===== config.mk =====
export PLATFORM = sky130hd
export DESIGN_NAME = fetch_controller
export DESIGN_NICKNAME = d
export VERILOG_FILES = /design/src/rtl/fetch_pkg.sv /design/src/rtl/fetch_buffer.sv /design/src/rtl/fetch_controller.sv
export SDC_FILE = /design/constraint.sdc
export NUM_CORES = 1
export LEC_CHECK = 0
export BUFFER_PORTS_ARGS = -buffer_cell sky130_fd_sc_hd__buf_2
export CORE_ASPECT_RATIO = 0.5
export CORE_MARGIN = 2
export CORE_UTILIZATION = 58
export DETAILED_ROUTE_END_ITERATION = 10
export GPL_ROUTABILITY_DRIVEN = 0
export PLACE_DENSITY = 0.85
export SKIP_LAST_GASP = 1
export SLEW_MARGIN = 40
export SYNTH_ARGS = -nofsm -noshare
export SYNTH_HDL_FRONTEND = slang
export SYNTH_SLANG_ARGS = --single-unit

===== constraint.sdc =====
create_clock -name clk -period 8.1 [get_ports clk]
set_clock_uncertainty 0.05 [all_clocks]
set_input_delay 2.43 -clock clk [delete_from_list [all_inputs] [get_ports clk]]
set_output_delay 2.43 -clock clk [all_outputs]
set_load 0.01 [all_outputs]

===== src/rtl/fetch_pkg.sv =====
// Shared types and PC arithmetic for the instruction fetch controller.
package fetch_pkg;

  localparam int PC_W       = 8;
  localparam int INSTR_W    = 8;
  localparam int IMEM_DEPTH = 6;
  localparam int JUMP_BIT   = 7;

  typedef enum logic [1:0] {
    IDLE  = 2'd0,
    FETCH = 2'd1,
    HOLD  = 2'd2,
    HALT  = 2'd3
  } state_t;

  // Any address outside the populated memory is steered back to 0.
  function automatic logic [PC_W-1:0] legal_pc(input logic [PC_W-1:0] addr);
    return (addr >= PC_W'(IMEM_DEPTH)) ? '0 : addr;
  endfunction

  function automatic logic [PC_W-1:0] next_pc(input logic [PC_W-1:0]    cur_pc,
                                               input logic [INSTR_W-1:0] instr);
    logic [PC_W-1:0] inc;
    inc = cur_pc + 1'b1;
    if (instr[JUMP_BIT]) begin
      return legal_pc(PC_W'(instr[5:0]));
    end
    return legal_pc(inc);
  endfunction

endpackage


===== src/rtl/fetch_buffer.sv =====
// Two-entry FIFO between fetch and decode; slot0 is always the head.
module fetch_buffer #(
  parameter int W = 16
) (
  input  logic         clk,
  input  logic         rst_n,
  input  logic         push_i,
  input  logic         pop_i,
  input  logic         flush_i,
  input  logic [W-1:0] din_i,
  output logic [W-1:0] dout_o,
  output logic         full_o,
  output logic         empty_o
);

  logic [W-1:0] slot0_q, slot0_d, slot1_q, slot1_d;
  logic [1:0]   cnt_q, cnt_d;
  logic         do_push, do_pop;

  assign full_o  = (cnt_q == 2'd2);
  assign empty_o = (cnt_q == 2'd0);
  assign do_pop  = pop_i && !empty_o;
  assign do_push = push_i && (!full_o || do_pop);
  assign dout_o  = empty_o ? '0 : slot0_q;

  always_comb begin
    slot0_d = slot0_q;
    slot1_d = slot1_q;
    cnt_d   = cnt_q;
    if (flush_i) begin
      cnt_d = 2'd0;
    end else begin
      case ({do_push, do_pop})
        2'b10: begin
          if (cnt_q == 2'd0) slot0_d = din_i;
          else               slot1_d = din_i;
          cnt_d = cnt_q + 2'd1;
        end
        2'b01: begin
          slot0_d = slot1_q;
          cnt_d   = cnt_q - 2'd1;
        end
        2'b11: begin
          // Simultaneous push/pop keeps occupancy; only the slots shift.
          if (cnt_q == 2'd1) begin
            slot0_d = din_i;
          end else begin
            slot0_d = slot1_q;
            slot1_d = din_i;
          end
        end
        default: ;
      endcase
    end
  end

  always_ff @(posedge clk or negedge rst_n) begin
    if (!rst_n) begin
      slot0_q <= '0;
      slot1_q <= '0;
      cnt_q   <= 2'd0;
    end else begin
      slot0_q <= slot0_d;
      slot1_q <= slot1_d;
      cnt_q   <= cnt_d;
    end
  end

endmodule


===== src/rtl/fetch_controller.sv =====
// Fetch sequencer: drives the PC, resolves fetch-time jumps, buffers instructions for decode.
module fetch_controller
  import fetch_pkg::*;
(
  input  logic               clk,
  input  logic               reset,
  output logic [PC_W-1:0]    imem_addr,
  input  logic [INSTR_W-1:0] imem_rdata,
  input  logic               redirect_valid,
  input  logic [PC_W-1:0]    redirect_pc,
  input  logic               halt_req,
  output logic               instr_valid,
  input  logic               instr_ready,
  output logic [INSTR_W-1:0] instr_code,
  output logic [PC_W-1:0]    instr_pc,
  output logic [PC_W-1:0]    pc,
  output logic               halted,
  output state_t             fsm_state
);

  state_t                    state_q, state_d;
  logic [PC_W-1:0]           pc_q, pc_d;
  logic                      push, pop, flush, full, empty;
  logic [INSTR_W+PC_W-1:0]   head;

  // Decode handshake: a transfer happens on a rising edge where instr_valid
  // and instr_ready are both high; instr_valid never depends on instr_ready.
  assign pop         = instr_valid && instr_ready;
  assign instr_valid = !empty;
  assign instr_code  = head[INSTR_W+PC_W-1:PC_W];
  assign instr_pc    = head[PC_W-1:0];
  assign imem_addr   = pc_q;
  assign pc          = pc_q;
  assign halted      = (state_q == HALT);
  assign fsm_state   = state_q;

  always_comb begin
    state_d = state_q;
    pc_d    = pc_q;
    push    = 1'b0;
    flush   = 1'b0;
    case (state_q)
      IDLE: state_d = FETCH;
      FETCH: begin
        // Priority: halt, then redirect, then the normal fetch.
        if (halt_req) begin
          state_d = HALT;
        end else if (redirect_valid) begin
          flush = 1'b1;
          pc_d  = legal_pc(redirect_pc);
        end else if (!full || pop) begin
          push = 1'b1;
          pc_d = next_pc(pc_q, imem_rdata);
        end else begin
          state_d = HOLD;
        end
      end
      HOLD: begin
        if (halt_req) begin
          state_d = HALT;
        end else if (redirect_valid) begin
          flush   = 1'b1;
          pc_d    = legal_pc(redirect_pc);
          state_d = FETCH;
        end else if (pop) begin
          state_d = FETCH;
        end
      end
      HALT: ;
      default: state_d = IDLE;
    endcase
  end

  always_ff @(posedge clk or negedge reset) begin
    if (!reset) begin
      state_q <= IDLE;
      pc_q    <= '0;
    end else begin
      state_q <= state_d;
      pc_q    <= pc_d;
    end
  end

  fetch_buffer #(
    .W(INSTR_W + PC_W)
  ) u_buffer (
    .clk     (clk),
    .rst_n   (reset),
    .push_i  (push),
    .pop_i   (pop),
    .flush_i (flush),
    .din_i   ({imem_rdata, pc_q}),
    .dout_o  (head),
    .full_o  (full),
    .empty_o (empty)
  );

endmodule


==> impl_metrics.ini <==
[outcome]
status = finished clean

[floorplan]
fp.dieH_um = 50.2
row_count = 16
ios = 57
dieArea_mm2 = 0.00483
die-width_um = 96.3
core_area_mm2 = 0.00400
start_util_pct = 61.7

[timing]
setup_viol = 0
max_slew_margin_pct = 46.8
setup_tns_ps = 0
tightest_slew_ps = 798
hold_viol = 0
fin_crit_sh_pct = 53.1
final-max-slew-violation-count = 0
rsz0062_at_grt = no
fmax_mhz = 232
min_period_ps = 4300

[cts]
cts_buffer_depth = 2
insertion_delay_ps = 290
cts_root_buf = clkbuf_8
clk_pin_slew_ps = 80
cts_tree = built
htree_levels = 2
cts.sinks = 44
numCtsBuffers = 5
cts_resized = 0
ctsHoldBuffers = 0
post_cts_buffers = 0

[finish]
nFillCells = 300
final_common_cell = buf_2
regArea_mm2 = 0.00110
antenna_cells = 0
syn_to_final_growth_pct = 15.1
nets = 309
layout_common_cells = buf_2, dfrtp_1, nand2_1
drive_above_1_share_pct = 31.9
multi_input_comb_area_mm2 = 0.00126
stdcell_count = 333

[detailed_routing]
ant_nets = 0
wire_per_inst_um = 16.6
via_per_inst = 5.67
vias = 1887
drtIter0Drc = 102
drc = 0
wirelength_um = 5540
drt_pass1_iterations = 4

[worst_setup_path]
worst-path-max-fanout = 20
worst_setup_path_start_kind = flop
required_ps = 5620
worst_setup_path_end_kind = output pin
crit_arrival_ps = 1820
path_class = reg2out

[place]
post-place-cells = 326
numPortBuffers = 56
hpwlAfterDp_um = 4000

[synth]
syn_area_mm2 = 0.00247
async_flop_share_pct = 100
ys_types = 44
syn-num-nets = 261
synth_edf_count = 0
ys.flop_type = dfrtp_1
synth-seq-cells = 44
syn_area_per_cell_um2 = 10.7
yosysWarnings = 0
synth_cells = 231
ys_seq_area_share_pct = 44.5

[global_route]
grt_max_degree = 45
antenna_found_initial = 0
overflow = 0
grt_pass1_vias = 1863
grt_pass1_wl_um = 9030
grtUsageTotal_pct = 25.0

[hold_path]
hold_path.class = reg2reg

[power]
p_leak_nw = 1.41
power.density_mw_per_mm2 = 331
vdd_drop_max_v = 0.000164

[job]
drv_cap = 0
-- power breakdown --
part,total (mW),internal (mW),switching [mW],leakage [nW]
Sequential,0.346,0.289,0.0565,0.568
Combinational,0.449,0.201,0.248,0.791
Clock,0.147,0.0760,0.0707,0.0503
-- worst paths after layout --
kind | cells past startpoint | endpoint | slack [ps] | from
setup / recovery | 4 | instr_pc[6] | 3800 | u_buffer.cnt_q[0]$_DFFE_PN0P_
hold / removal | 2 | u_buffer.slot0_q[13]$_DFFE_PN0P_ | 430 | u_buffer.slot0_q[13]$_DFFE_PN0P_
setup reg to reg | 7 | u_buffer.slot0_q[10]$_DFFE_PN0P_ | 5130 | u_buffer.cnt_q[0]$_DFFE_PN0P_
hold reg to reg | 2 | u_buffer.slot0_q[13]$_DFFE_PN0P_ | 430 | u_buffer.slot0_q[13]$_DFFE_PN0P_
max in group asynchronous | 1 | u_buffer.slot1_q[11]$_DFFE_PN0P_ | 5570 | reset
min in group asynchronous | 1 | u_buffer.slot0_q[5]$_DFFE_PN0P_ | 2070 | reset
-- cell families after synthesis --
| family | synth area share [%] |
|---|---|
| xor+xnor | 1.06 |
| fa+ha+maj | 4.55 |
| buf+inv | 5.36 |
| mux | 16.1 |
| simple gates | 15.7 |
| flops | 44.5 |
| compound gates | 12.6 |
-- worst max-delay path: stages (launching register included) --
cell and delay, ps:
dfrtp_1 390, inv_1 120, ha_1 690, nor2b_1 140, buf_2 180
-- registers in the layout, summed over array words and instances, names as in the netlist --
name / cells
u_buffer.slot0_q: 16
u_buffer.slot1_q: 16
imem_addr: 8
fsm_state: 2
u_buffer.cnt_q: 2
-- cell usage after synthesis, drive strengths merged (2+ instances only) --
master	count	area, um^2
a21oi	8	55.1
buf	10	80.1
a2111oi	2	36.3
and3	5	31.3
a211oi	4	30.0
clkbuf	6	22.5
nor3	3	15.0
nand2b	2	12.5
nand2	20	75.1
xnor2	3	26.3
mux2	17	229
mux2i	17	170
ha	9	113
nor2	9	33.8
o22ai	4	25.0
nand4	2	12.5
o21ai	19	95.1
and2	6	37.5
dfrtp	44	1100
inv	8	30.0
nor2b	18	113
-- cell type report --
cell class	count	area share, %
multi-input cells	163	44.3
clock buffers	7	3.38
well taps	54	2.37
repair buffers	57	10.2
flip-flops and latches	44	38.7
inverters	8	1.05
-- per-stage QoR --
stage,cell area (um^2),setup WS [ps],hold slack [ps],power (mW),utilization [%]
2_1_floorplan,2470,3810,392,0.667,-
3_3_place_gp,2730,3660,405,0.760,68.2
3_5_place_dp,2750,3560,413,0.793,68.7
4_1_cts,2850,3780,431,0.942,71.1
5_1_grt,2850,3700,455,1.01,71.1
6_report,2850,3800,427,0.942,71.1
-- layer usage --
metal	share of wire, %	vias to the layer above	wire length, um	track usage (%)
met4	1.7	0	94	9.62
li1	-	910	-	-
met3	5.3	11	292	6.31
met1	43	910	2400	31.7
met2	50	56	2750	41.6
met5	0	-	0	0
(Power assumes the default switching activity.)
